[src/rtl/hazard_scoreboard.sv]
// ============================================================================
// Module   : hazard_scoreboard
// Purpose  : Shift-register scoreboard deciding stall / bypass for the D stage.
// Revision : 1.0
// ============================================================================
`default_nettype none

module hazard_scoreboard #(
    parameter int REG_AW   = 4,
    parameter int DEPTH    = 3,
    parameter int LOAD_LAT = 1,
    parameter int FWD_EN   = 1,
    parameter int CW       = 16
) (
    input  logic                         clk,
    input  logic                         reset,
    input  logic [31:0]                  instr_D,
    input  logic                         valid_D,
    input  logic                         isWb_D,
    input  logic                         flush,
    output logic                         stall,
    output logic [$clog2(DEPTH+1)-1:0]   fwd_sel_a,
    output logic [$clog2(DEPTH+1)-1:0]   fwd_sel_b,
    output logic [CW-1:0]                stall_count
);

    localparam int SW   = $clog2(DEPTH + 1);
    localparam int CNTW = $clog2(DEPTH + 1);

    localparam logic [4:0] c_op_not  = 5'b01000;
    localparam logic [4:0] c_op_mov  = 5'b01001;
    localparam logic [4:0] c_op_cmpl = 5'b01010;
    localparam logic [4:0] c_op_nop  = 5'b01101;
    localparam logic [4:0] c_op_ld   = 5'b01110;
    localparam logic [4:0] c_op_st   = 5'b01111;
    localparam logic [4:0] c_op_beq  = 5'b10000;
    localparam logic [4:0] c_op_bgt  = 5'b10001;
    localparam logic [4:0] c_op_b    = 5'b10010;
    localparam logic [4:0] c_op_call = 5'b10011;
    localparam logic [4:0] c_op_ret  = 5'b10100;

    // Without bypassing every writer must drain past the last slot first.
    localparam logic [CNTW-1:0] c_cnt_ld  = (FWD_EN != 0) ? CNTW'(LOAD_LAT) : CNTW'(DEPTH);
    localparam logic [CNTW-1:0] c_cnt_alu = (FWD_EN != 0) ? '0 : CNTW'(DEPTH);

    typedef struct packed {
        logic          hit;
        logic          haz;
        logic [SW-1:0] sel;
    } match_t;

    logic [DEPTH-1:0]             r_v;
    logic [DEPTH-1:0][REG_AW-1:0] r_rd;
    logic [DEPTH-1:0][CNTW-1:0]   r_cnt;
    logic [CW-1:0]                r_stall_count;

    logic [4:0]        w_op;
    logic              w_imm;
    logic [REG_AW-1:0] w_rd;
    logic [REG_AW-1:0] w_rs1;
    logic [REG_AW-1:0] w_rs2;
    logic              w_use_a;
    logic              w_use_b;
    logic [REG_AW-1:0] w_src_a;
    logic [REG_AW-1:0] w_src_b;
    match_t            w_ma;
    match_t            w_mb;
    logic              w_enter;
    logic [CNTW-1:0]   w_entry_cnt;
    logic              w_unused;

    assign w_op     = instr_D[31:27];
    assign w_imm    = instr_D[26];
    assign w_rd     = instr_D[22 +: REG_AW];
    assign w_rs1    = instr_D[18 +: REG_AW];
    assign w_rs2    = instr_D[14 +: REG_AW];
    assign w_unused = ^instr_D[13:0];

    assign w_use_a = valid_D &&
                     !(w_op == c_op_not || w_op == c_op_mov || w_op == c_op_nop ||
                       w_op == c_op_beq || w_op == c_op_bgt || w_op == c_op_b   ||
                       w_op == c_op_call);
    assign w_src_a = (w_op == c_op_ret) ? REG_AW'(15) : w_rs1;
    assign w_use_b = valid_D && ((!w_imm && w_op <= c_op_cmpl) || w_op == c_op_st);
    assign w_src_b = (w_op == c_op_st) ? w_rd : w_rs2;

    // Scan oldest to youngest so the youngest matching writer overrides.
    function automatic match_t find_match(input logic use_src, input logic [REG_AW-1:0] src);
        match_t m;
        m = '0;
        for (int k = DEPTH - 1; k >= 0; k--) begin
            if (use_src && r_v[k] && r_rd[k] == src) begin
                m.hit = 1'b1;
                m.haz = (r_cnt[k] != '0);
                m.sel = SW'(k + 1);
            end
        end
        return m;
    endfunction

    always_comb begin
        w_ma = find_match(w_use_a, w_src_a);
        w_mb = find_match(w_use_b, w_src_b);
    end

    assign stall     = (w_ma.haz | w_mb.haz) & ~flush;
    assign fwd_sel_a = (FWD_EN != 0 && !stall && w_ma.hit && !w_ma.haz) ? w_ma.sel : '0;
    assign fwd_sel_b = (FWD_EN != 0 && !stall && w_mb.hit && !w_mb.haz) ? w_mb.sel : '0;

    assign w_enter     = valid_D & isWb_D & ~flush & ~stall;
    assign w_entry_cnt = (w_op == c_op_ld) ? c_cnt_ld : c_cnt_alu;

    always_ff @(posedge clk) begin
        if (reset) begin
            r_v           <= '0;
            r_rd          <= '0;
            r_cnt         <= '0;
            r_stall_count <= '0;
        end else begin
            r_v[0]   <= w_enter;
            r_rd[0]  <= w_enter ? w_rd : '0;
            r_cnt[0] <= w_enter ? w_entry_cnt : '0;
            for (int k = 1; k < DEPTH; k++) begin
                r_v[k]   <= r_v[k-1];
                r_rd[k]  <= r_rd[k-1];
                r_cnt[k] <= (r_cnt[k-1] != '0) ? r_cnt[k-1] - CNTW'(1) : '0;
            end
            if (stall && r_stall_count != '1) begin
                r_stall_count <= r_stall_count + CW'(1);
            end
        end
    end

    assign stall_count = r_stall_count;

endmodule

`default_nettype wire

[config.mk]
export PLATFORM = sky130hd
export DESIGN_NAME = hazard_scoreboard
export DESIGN_NICKNAME = d
export VERILOG_FILES = /design/src/rtl/hazard_scoreboard.sv
export SDC_FILE = /design/constraint.sdc
export NUM_CORES = 1
export LEC_CHECK = 0
export ABC_AREA = 0
export BUFFER_PORTS_ARGS = -buffer_cell sky130_fd_sc_hd__buf_2
export CAP_MARGIN = 5
export CORE_ASPECT_RATIO = 1.5
export CORE_MARGIN = 3
export CORE_UTILIZATION = 45
export CTS_CLUSTER_DIAMETER = 150
export DETAILED_ROUTE_END_ITERATION = 10
export GPL_TIMING_DRIVEN = 0
export PLACE_DENSITY = 0.79
export SKIP_LAST_GASP = 1
export SLEW_MARGIN = 20
export SYNTH_ARGS = -nofsm -noshare
export SYNTH_HDL_FRONTEND = slang
export SYNTH_SLANG_ARGS = --single-unit
[constraint.sdc]
create_clock -name clk -period 2.5 [get_ports clk]
set_clock_uncertainty 0.1 [all_clocks]
set_input_delay 0.125 -clock clk [delete_from_list [all_inputs] [get_ports clk]]
set_output_delay 0.125 -clock clk [all_outputs]
set_load 0.01 [all_outputs]
==> impl_metrics.yaml <==
outcome:
  outcome: "finished, violations left"
  violations: "setup timing"
cts:
  insertion_delay_ns: 0.28
  cts_buffers: 5
  clockRootBuffer: "clkbuf_8"
  cts.sinks: 35
  htreeDepth: 2
  path_clk_slew_ns: 0.07
  cts_tree: "done"
  cts_buffer_depth: 2
sta:
  finalSetupViolations: 22
  tightest_slew_ns: 0.659
  fmax_ghz: 0.352
  final.min_clock_period_ns: 2.84
  worst_slack_ns: -0.338
  whs_ns: 0.0298
  fin_crit_sh: 1.14
  rsz0062_at_grt: "yes"
  slew_headroom: 0.556
  slew_viol_final: 0
  hold_viol: 0
  tns_ns: -4.87
die:
  boundaryPins: 58
  start_util: 0.468
  die_area_um2: 5950
  die_y_um: 93.0
  dieWidth_um: 64.0
  core_area_um2: 4850
  num_rows: 31
worst_setup_path:
  slowest_stage: "a2111oi_1"
  crit_end: "stall_count[10]"
  critPathLaunchType: "register"
  r2r_start: "r_rd[6]"
  crit_fanout: 8
  ff2ff_setup_slack_ns: -0.34
  critPathCaptureType: "register"
  crit_chain: "or2_2 -> a2111oi_1 -> nand3b_1 -> a32o_2 -> nor2_4 -> a211oi_2 -> buf_4 -> nand4_1 -> mux2_1"
  r2r_cells: 9
  r2r-end: "stall_count[10]"
  crit_type: "reg2reg"
  max_stage_delay_ns: 0.43
  worstSetupStartpoint: "r_rd[6]"
  required_ns: 2.58
  arrival_ns: 2.91
synth:
  ys_warn_count: 0
  syn_inst: 268
  synth_flop_cell: "dfxtp_1"
  synthArstFlopShare: 0
  yosysUniqueCellTypes: 60
  yosysSeqAreaShare: 0.309
  syn_area_um2: 2270
  syn_area_per_cell_um2: 8.46
  ys_ff_latch: 35
  synth-edff-count: 0
power_and_ir_drop:
  pwr-share-clk: 0.366
  swShare: 0.252
  p_seq_frac: 0.508
  power.leakage_nw: 1.15
  p_sw_uw: 282
  p_total_mw: 1.12
  p_int_uw: 838
  combPwrFrac: 0.126
  ir_drop_uv: 322
  power_density_nw_per_um2: 390
route:
  detail_route.vias_per_cell: 5.70
  vias: 2193
  firstDrtPassIters: 4
  drtIter0Drc: 111
  wire_per_inst_um: 15.7
  antenna_left: 0
  wl_um: 6030
  route.detailed.drc: 0
grt:
  grt_pass1_vias: 2174
  overflow: 0
  grt_pass1_wl_um: 9640
  antenna_found_initial: 0
  grt_max_degree: 11
  track_usage: 0.202
cells_and_area:
  area_growth_pct: 26.4
  fin_nets: 357
  design_area_um2: 2870
  post-route-util: 0.591
  diodes: 0
  drive_gt1_frac: 0.332
worst_hold_path:
  min_from: "instr_D[25]"
  min_path_type: "in2reg"
placement:
  portBuffers: 40
  gp_congestion: 0.899
  hpwl_um: 4340
  post_dp_cell_area_um2: 2570
job:
  maxCapViolations: 0
-- critical path: cells and delay by family, from the launching register on --
kind / cells / cell delay, ns
buf+inv: 1 / 0.21
flops: 1 / 0.36
mux: 1 / 0.33
compound gates: 3 / 0.98
simple gates: 4 / 0.76
-- routing by layer --
| layer | vias up | global-route usage | wire length, µm |
|---|---|---|---|
| met5 | - | 0 | 0 |
| met4 | 0 | 0.106 | 180 |
| met3 | 15 | 0.0279 | 254 |
| met2 | 56 | 0.383 | 3270 |
| met1 | 1068 | 0.208 | 2330 |
| li1 | 1054 | - | - |
-- synthesized netlist by cell type (all sizes together), types with 2 or more instances --
| master | number | share of area |
|---|---|---|
| a2111oi | 2 | 0.010 |
| a211oi | 2 | 0.0088 |
| a21boi | 2 | 0.0066 |
| a21o | 6 | 0.020 |
| a21oi | 8 | 0.018 |
| a32o | 3 | 0.013 |
| a32oi | 2 | 0.0077 |
| and2 | 7 | 0.019 |
| and3 | 5 | 0.014 |
| and4 | 4 | 0.015 |
| buf | 4 | 0.0094 |
| clkbuf | 12 | 0.020 |
| dfxtp | 35 | 0.31 |
| inv | 11 | 0.018 |
| mux2 | 8 | 0.040 |
| mux2i | 6 | 0.026 |
| nand2 | 7 | 0.012 |
| nand2b | 11 | 0.031 |
| nand3 | 10 | 0.024 |
| nand3b | 2 | 0.0066 |
| nand4 | 9 | 0.025 |
| nor2 | 25 | 0.045 |
| nor2b | 17 | 0.047 |
| nor3 | 2 | 0.0044 |
| o2111ai | 2 | 0.0077 |
| o211ai | 3 | 0.0099 |
| o21a | 2 | 0.0066 |
| o21ai | 7 | 0.017 |
| o221a | 2 | 0.0099 |
| o22ai | 3 | 0.011 |
| o32ai | 4 | 0.015 |
| or2 | 6 | 0.017 |
| xnor2 | 11 | 0.042 |
| xor2 | 12 | 0.046 |
-- stage by stage --
| step | worst slack [ns] | instances |
|---|---|---|
| finish | -0.338 | 385 |
| detailed placement | -0.472 | 375 |
| floorplan | -0.0597 | 269 |
| global route | -0.453 | 385 |
| CTS | -0.231 | 381 |
| global placement | -0.418 | 375 |
-- cells in the final DEF, fill, tap and decap left out, drive strengths merged, types with 5 or more instances in the layout --
cell type	Yosys	final
xor2	12	12
mux2i	6	6
mux2	8	8
nand4	9	9
nor2b	17	17
clkbuf	12	13
nand2	7	7
nand3	10	10
dfxtp	35	35
inv	11	11
a21o	6	6
buf	4	51
nor2	25	25
nand2b	11	11
xnor2	11	11
and3	5	5
a21oi	8	8
or2	6	6
o21ai	7	7
and2	7	7
-- worst min path at each step --
stage | end | slack (ns) | cells past startpoint
floorplan | r_cnt[0] | 0.10 | 1
global placement | r_cnt[0] | 0.27 | 2
detailed placement | r_cnt[0] | 0.28 | 2
CTS | r_rd[3] | 0.03 | 2
global route | r_rd[3] | 0.05 | 2
finish | r_rd[3] | 0.03 | 2
-- power by group through the flow --
stage               Combinational, mW  Sequential, mW  Clock (mW)
floorplan                      0.0792           0.578           0
global placement                0.125           0.579           0
detailed placement              0.129           0.579           0
CTS                             0.133           0.567       0.417
global route                    0.155           0.568       0.439
finish                          0.141           0.568       0.410
-- logic make-up after synthesis --
kind of cell / Yosys count / share of synthesized area
multiplexers: 14 / 0.0662
other: 1 / 0.00165
buffers and inverters: 27 / 0.0474
XOR/XNOR: 23 / 0.0888
AND/OR/NAND/NOR: 110 / 0.282
flip-flops: 35 / 0.309
AO/OA/AOI/OAI: 57 / 0.200
adder cells (fa/ha/maj): 1 / 0.00551
-- area by class of cell --
type,count,area (µm²)
Multi-Input combinational cell,207,1620
Inverter,11,41.3
Timing Repair Buffer,48,269
Sequential cell,35,717
Fill cell,451,1980
Tap cell,66,82.6
Buffer,11,47.5
Clock buffer,6,82.6
Clock inverter,1,5.00
-- timing repair --
action / CTS / global route
hold buffers: 1 / 0
gates cloned: 0 / 1
gates resized for setup: 23 / 26
hold endpoints to repair: 1 / 0
pin swaps: 3 / 3
buffers inserted: 3 / 3
endpoints found under the setup margin: 27 / 27
-- registers in the layout, indices dropped and copies added (netlist names) --
name / cells
stall_count: 16
r_rd: 12
r_v: 3
r_cnt: 4
No activity file was read; power rests on OpenSTA's default activity.
